File: src/rtl/vga_draw_arbiter.sv
// vga_draw_arbiter: shares the VGA adaptor write port between three
// rectangle-drawing requesters (0 = screen loader, 1 = text overlay,
// 2 = animation sprite). Round-robin arbitration, one pixel per clock,
// with pixels outside the screen scanned but never plotted.
module vga_draw_arbiter #(
  parameter int X_W      = 8,
  parameter int Y_W      = 7,
  parameter int COLOUR_W = 3,
  parameter int X_MAX    = 160,
  parameter int Y_MAX    = 120
) (
  input  logic                  clock,
  input  logic                  reset,
  input  logic [2:0]            req,
  input  logic [3*X_W-1:0]      cmd_x,
  input  logic [3*Y_W-1:0]      cmd_y,
  input  logic [3*X_W-1:0]      cmd_w,
  input  logic [3*Y_W-1:0]      cmd_h,
  input  logic [3*COLOUR_W-1:0] cmd_colour,
  output logic [2:0]            grant,
  output logic [2:0]            done,
  output logic                  busy,
  output logic [X_W-1:0]        vga_x,
  output logic [Y_W-1:0]        vga_y,
  output logic [COLOUR_W-1:0]   vga_colour,
  output logic                  vga_plot
);

  typedef enum logic [1:0] {
    IDLE = 2'd0,
    DRAW = 2'd1,
    DONE = 2'd2
  } state_t;

  // Coordinates are carried one bit wider than the ports so a rectangle
  // running off the right/bottom edge never wraps back onto the screen.
  localparam logic [X_W:0] X_LIM = X_MAX[X_W:0];
  localparam logic [Y_W:0] Y_LIM = Y_MAX[Y_W:0];
  localparam logic [X_W:0] X_ONE = {{X_W{1'b0}}, 1'b1};
  localparam logic [Y_W:0] Y_ONE = {{Y_W{1'b0}}, 1'b1};

  state_t state, state_next;

  logic [1:0]          last;
  logic                win_valid;
  logic [1:0]          win_idx;
  logic [2:0]          win_onehot;

  logic [X_W-1:0]      sel_x;
  logic [Y_W-1:0]      sel_y;
  logic [X_W-1:0]      sel_w;
  logic [Y_W-1:0]      sel_h;
  logic [COLOUR_W-1:0] sel_colour;
  logic                sel_empty;
  logic [X_W:0]        sel_x_ext;
  logic [Y_W:0]        sel_y_ext;

  logic [X_W:0]        x0;
  logic [X_W:0]        end_x;
  logic [Y_W:0]        end_y;
  logic [X_W:0]        cx;
  logic [Y_W:0]        cy;
  logic [X_W:0]        next_cx;
  logic [Y_W:0]        next_cy;
  logic                last_col;
  logic                last_pixel;

  // Round-robin pick: search starts just after the previous winner.
  always_comb begin
    win_valid = |req;
    win_idx   = 2'd0;
    case (last)
      2'd0: begin
        if (req[1])      win_idx = 2'd1;
        else if (req[2]) win_idx = 2'd2;
        else             win_idx = 2'd0;
      end
      2'd1: begin
        if (req[2])      win_idx = 2'd2;
        else if (req[0]) win_idx = 2'd0;
        else             win_idx = 2'd1;
      end
      default: begin
        if (req[0])      win_idx = 2'd0;
        else if (req[1]) win_idx = 2'd1;
        else             win_idx = 2'd2;
      end
    endcase
  end

  assign win_onehot = 3'b001 << win_idx;

  assign sel_x      = cmd_x[win_idx*X_W +: X_W];
  assign sel_y      = cmd_y[win_idx*Y_W +: Y_W];
  assign sel_w      = cmd_w[win_idx*X_W +: X_W];
  assign sel_h      = cmd_h[win_idx*Y_W +: Y_W];
  assign sel_colour = cmd_colour[win_idx*COLOUR_W +: COLOUR_W];
  assign sel_empty  = (sel_w == '0) || (sel_h == '0);
  assign sel_x_ext  = {1'b0, sel_x};
  assign sel_y_ext  = {1'b0, sel_y};

  // Raster stepping: x is the inner loop, y the outer loop.
  always_comb begin
    last_col   = (cx == end_x);
    last_pixel = last_col && (cy == end_y);
    next_cx    = cx + X_ONE;
    next_cy    = cy;
    if (last_col) begin
      next_cx = x0;
      next_cy = cy + Y_ONE;
    end
  end

  // State register.
  always_ff @(posedge clock or posedge reset) begin
    if (reset) state <= IDLE;
    else       state <= state_next;
  end

  // Next-state decision; empty rectangles skip straight to completion.
  always_comb begin
    state_next = state;
    case (state)
      IDLE: begin
        if (win_valid) state_next = sel_empty ? DONE : DRAW;
      end
      DRAW: begin
        if (last_pixel) state_next = DONE;
      end
      DONE:    state_next = IDLE;
      default: state_next = IDLE;
    endcase
  end

  // Command latching, raster counters and the registered pixel port.
  always_ff @(posedge clock or posedge reset) begin
    if (reset) begin
      grant      <= 3'b000;
      done       <= 3'b000;
      last       <= 2'd2;
      x0         <= '0;
      end_x      <= '0;
      end_y      <= '0;
      cx         <= '0;
      cy         <= '0;
      vga_x      <= '0;
      vga_y      <= '0;
      vga_colour <= '0;
      vga_plot   <= 1'b0;
    end else begin
      case (state)
        IDLE: begin
          done     <= 3'b000;
          vga_plot <= 1'b0;
          if (win_valid) begin
            grant <= win_onehot;
            last  <= win_idx;
            x0    <= sel_x_ext;
            cx    <= sel_x_ext;
            cy    <= sel_y_ext;
            end_x <= sel_x_ext + {1'b0, sel_w} - X_ONE;
            end_y <= sel_y_ext + {1'b0, sel_h} - Y_ONE;
            if (sel_empty) begin
              done <= win_onehot;
            end else begin
              vga_x      <= sel_x;
              vga_y      <= sel_y;
              vga_colour <= sel_colour;
              vga_plot   <= (sel_x_ext < X_LIM) && (sel_y_ext < Y_LIM);
            end
          end
        end
        DRAW: begin
          if (last_pixel) begin
            done     <= grant;
            vga_plot <= 1'b0;
          end else begin
            cx       <= next_cx;
            cy       <= next_cy;
            vga_x    <= next_cx[X_W-1:0];
            vga_y    <= next_cy[Y_W-1:0];
            vga_plot <= (next_cx < X_LIM) && (next_cy < Y_LIM);
          end
        end
        default: begin
          grant    <= 3'b000;
          done     <= 3'b000;
          vga_plot <= 1'b0;
        end
      endcase
    end
  end

  assign busy = (state == DRAW) || (state == DONE);

endmodule

File: config.mk
export PLATFORM = sky130hd
export DESIGN_NAME = vga_draw_arbiter
export DESIGN_NICKNAME = d
export VERILOG_FILES = /design/src/rtl/vga_draw_arbiter.sv
export SDC_FILE = /design/constraint.sdc
export NUM_CORES = 1
export LEC_CHECK = 0
export BUFFER_PORTS_ARGS = -buffer_cell sky130_fd_sc_hd__buf_2
export CAP_MARGIN = 10
export CORE_ASPECT_RATIO = 0.9
export CORE_MARGIN = 2
export CORE_UTILIZATION = 30
export DETAILED_ROUTE_END_ITERATION = 10
export PLACE_DENSITY = 0.56
export SLEW_MARGIN = 20
export SYNTH_ARGS = -nofsm -noshare
export SYNTH_HDL_FRONTEND = slang
export SYNTH_SLANG_ARGS = --single-unit
File: constraint.sdc
create_clock -name clock -period 12.1 [get_ports clock]
set_input_delay 1.21 -clock clock [delete_from_list [all_inputs] [get_ports clock]]
set_output_delay 1.21 -clock clock [all_outputs]
set_load 0.01 [all_outputs]
==> impl_metrics.json <==
{
  "status": "finished with violations",
  "violations": "design-rule violations",
  "skew_ns": 0.00841,
  "synth_cells": 593,
  "yosys-top-cells-area": "dfrtp_1 (35%), ha_1 (8.0%), nand2_1 (8.0%)",
  "place_area_um2": 5850,
  "cp.arrival_ns": 4.85,
  "cts_resized": 0,
  "async_flop_share_pct": 100,
  "critPathKind": "in2reg",
  "synth_top_area_share_pct": 35.0,
  "row_count": 44,
  "synth-seq-cells": 71,
  "synth_seq_area_share_pct": 35.6,
  "final_cell_area_um2": 6160,
  "max-slew-margin-rel_pct": 38.2,
  "die_h_um": 126,
  "synth_cell_types": 52,
  "die_w_um": 140,
  "syn_area_per_cell_um2": 8.43,
  "fin_tns_setup_ns": 0,
  "final-hold-violation-count": 0,
  "timing.fmax_mhz": 215,
  "ys.flop_type": "dfrtp_1",
  "htree_levels": 3,
  "syn_to_final_growth_pct": 23.2,
  "path_cells": "buf_2, and3b_1, or3_1, buf_4, a221oi_1, ha_1, inv_1, ha_1, a21o_1, a21oi_1, o21bai_1, a21oi_1, o21bai_1, a21oi_1, xor2_1, o21ai_0",
  "syn_area_um2": 5000,
  "grt_util_all_layers_pct": 16.7,
  "syn_nets": 731,
  "tritoncts": "built",
  "holdBufCountCts": 0,
  "io_buffers": 129,
  "drt-total-wl_mm": 14.1,
  "crit_path_top_delay_cell": "or3_1",
  "cpPeakStageDelay_ns": 0.56,
  "grt_setup_unrepaired": "no",
  "dr.pass1.iters": 8,
  "drc_errors": 6,
  "core-area_um2": 16200,
  "cp_top_family": "compound AO/OA/AOI/OAI gates",
  "floorplan.io_pins": 130,
  "power.density_nw_per_um2": 304,
  "nets": 847,
  "insertion_delay_ns": 0.33,
  "yosysTopAreaCell": "dfrtp_1",
  "clk_pin_slew_worst_paths_ns": 0.06,
  "cts_setup_buffers": 0,
  "startpoint_type": "primary input",
  "leakage_uw": 0.00299,
  "worstPathRequired_ns": 12.29,
  "fin_crit_ns": 4.66,
  "cts.sinks": 71,
  "peakVddDrop_mv": 0.0898,
  "tightest_slew_ns": 0.927,
  "gr-total-overflow": 0,
  "finalCritPeriodShare_pct": 38.5,
  "grt_max_degree": 72,
  "end_kind": "flip-flop",
  "diodes": 0,
  "setup_viol": 0,
  "viasPerCell": 4.79,
  "root_buffer": "clkbuf_16",
  "synth-edff-count": 0,
  "ant_nets": 0,
  "crit_buf_inv": 3,
  "globalplace.congestion": 0.856,
  "cts_buffers": 9,
  "via_count": 4409,
  "drv_cap": 0,
  "hp-class": "reg2reg",
  "dieArea_um2": 17700,
  "routedWlPerCell_um": 15.3,
  "clock_tree.buffer_depth": 2,
  "cp_common_cell": "a21oi_1",
  "yosysWarningCount": 0,
  "start_util_pct": 30.8,
  "post-dp-hpwl_mm": 11.1,
  "grt_pass1_wl_mm": 23.5,
  "drtIter0Drc": 285,
  "antenna_found_initial": 0,
  "final_max_slew_viol_count": 0,
  "grt_pass1_vias": 4382,
  "path_max_fanout": 26,
  "drive_gt1_share_pct": 25.6
}
==> worst reg2reg max path, stage by stage, from the launching register on <==
cell and delay, ns:
dfstp_2 0.63, nor3b_1 0.10, or3_1 0.54, buf_4 0.31
a221oi_1 0.56, ha_1 0.34, inv_1 0.10, ha_1 0.23
a21o_1 0.18, a21oi_1 0.22, o21bai_1 0.09, a21oi_1 0.21
o21bai_1 0.09, a21oi_1 0.17, xor2_1 0.15, o21ai_0 0.09
==> per-layer routing <==
layer  vias to the layer above  wire length, um  GRT usage, %
li1                       2278                -             -
met1                      1969             7590          26.2
met2                       152             5590          23.7
met3                        10              788          2.64
met4                         0              132          4.10
met5                         -                0             0
==> stage by stage <==
step	power [uW]	hold WS (ns)	instances	util (%)	setup slack, ns
2_1_floorplan	1320	0.446	593	-	7.58
3_3_place_gp	1610	0.465	905	36.0	7.22
3_5_place_dp	1620	0.472	905	36.0	7.13
4_1_cts	1890	0.486	921	37.8	7.47
5_1_grt	2090	0.497	921	37.9	7.09
6_report	1870	0.480	921	37.9	7.44
==> Yosys cell counts (2+ instances only) <==
cell type,count
nand2b_1,7
nor2_1,30
nand2_1,106
inv_1,46
mux2i_1,7
ha_1,32
a32oi_1,2
or3_1,3
xor2_1,16
a21o_1,3
dfrtp_1,70
nand4_1,10
xnor2_1,26
clkbuf_1,27
o21bai_1,5
fa_1,2
a221oi_1,12
nor3_1,3
buf_6,2
o31ai_1,3
a31oi_1,5
nand3_1,15
o221ai_1,3
nor2b_1,2
a21oi_1,49
mux2_2,17
and3_1,14
o21ai_0,42
mux2_4,7
o211ai_1,2
nor4_1,3
buf_2,2
==> power breakdown <==
part           switching, uW  internal (uW)
combinational            641            508
sequential              98.9            360
clock                   98.2            165
total                    838           1030
==> kinds of logic (layout without fill, tap and decap cells) <==
family / after synthesis / count (layout) / synth area share [%]
AND/OR/NAND/NOR: 201 / 201 / 18.2
AO/OA/AOI/OAI: 136 / 136 / 16.5
buffers and inverters: 78 / 199 / 6.23
flip-flops: 71 / 71 / 35.6
XOR/XNOR: 42 / 42 / 7.36
adder cells (fa/ha/maj): 34 / 34 / 8.81
multiplexers: 31 / 31 / 7.33
==> cell usage in the layout (no fill, tap or decap), types with 7 or more instances in the layout <==
| cell | count |
|---|---|
| nand3_1 | 15 |
| nor2_1 | 30 |
| xor2_1 | 16 |
| inv_1 | 45 |
| nand4_1 | 10 |
| a21oi_1 | 49 |
| dfrtp_1 | 70 |
| clkbuf_16 | 9 |
| xnor2_1 | 26 |
| nand2_1 | 106 |
| ha_1 | 32 |
| and3_1 | 14 |
| buf_4 | 8 |
| a221oi_1 | 12 |
| buf_2 | 129 |
| mux2i_1 | 7 |
| mux2_2 | 17 |
| nand2b_1 | 7 |
| mux2_4 | 7 |
| o21ai_0 | 42 |
==> final timing paths <==
check                      startpoint        to  slack, ns  cells past startpoint
min in group asynchronous       reset  vga_x[2]       1.15                      3
max reg2reg                   last[1]  end_x[8]       7.97                     15
min                             x0[4]     x0[4]       0.48                      2
min reg2reg                     x0[4]     x0[4]       0.48                      2
max in group asynchronous       reset  end_y[5]      10.34                      3
max                            req[0]  end_x[8]       7.44                     16
==> sequential cells by signal, summed over array words and instances, names as in the netlist <==
name	flops
vga_x	8
vga_colour	3
x0	8
state	2
last	2
vga_y	7
end_x	9
done	3
end_y	8
cy	8
grant	3
vga_plot	1
cx	9
==> area by class of cell <==
class	count	area, um2
fillers	1695	10100
multi-input cells	444	2950
flip-flops and latches	71	1780
repair buffers	137	706
well taps	207	259
clock buffers	13	250
inverters	46	173
clock inverters	3	42.5
No activity file was read; power rests on OpenSTA's default activity.
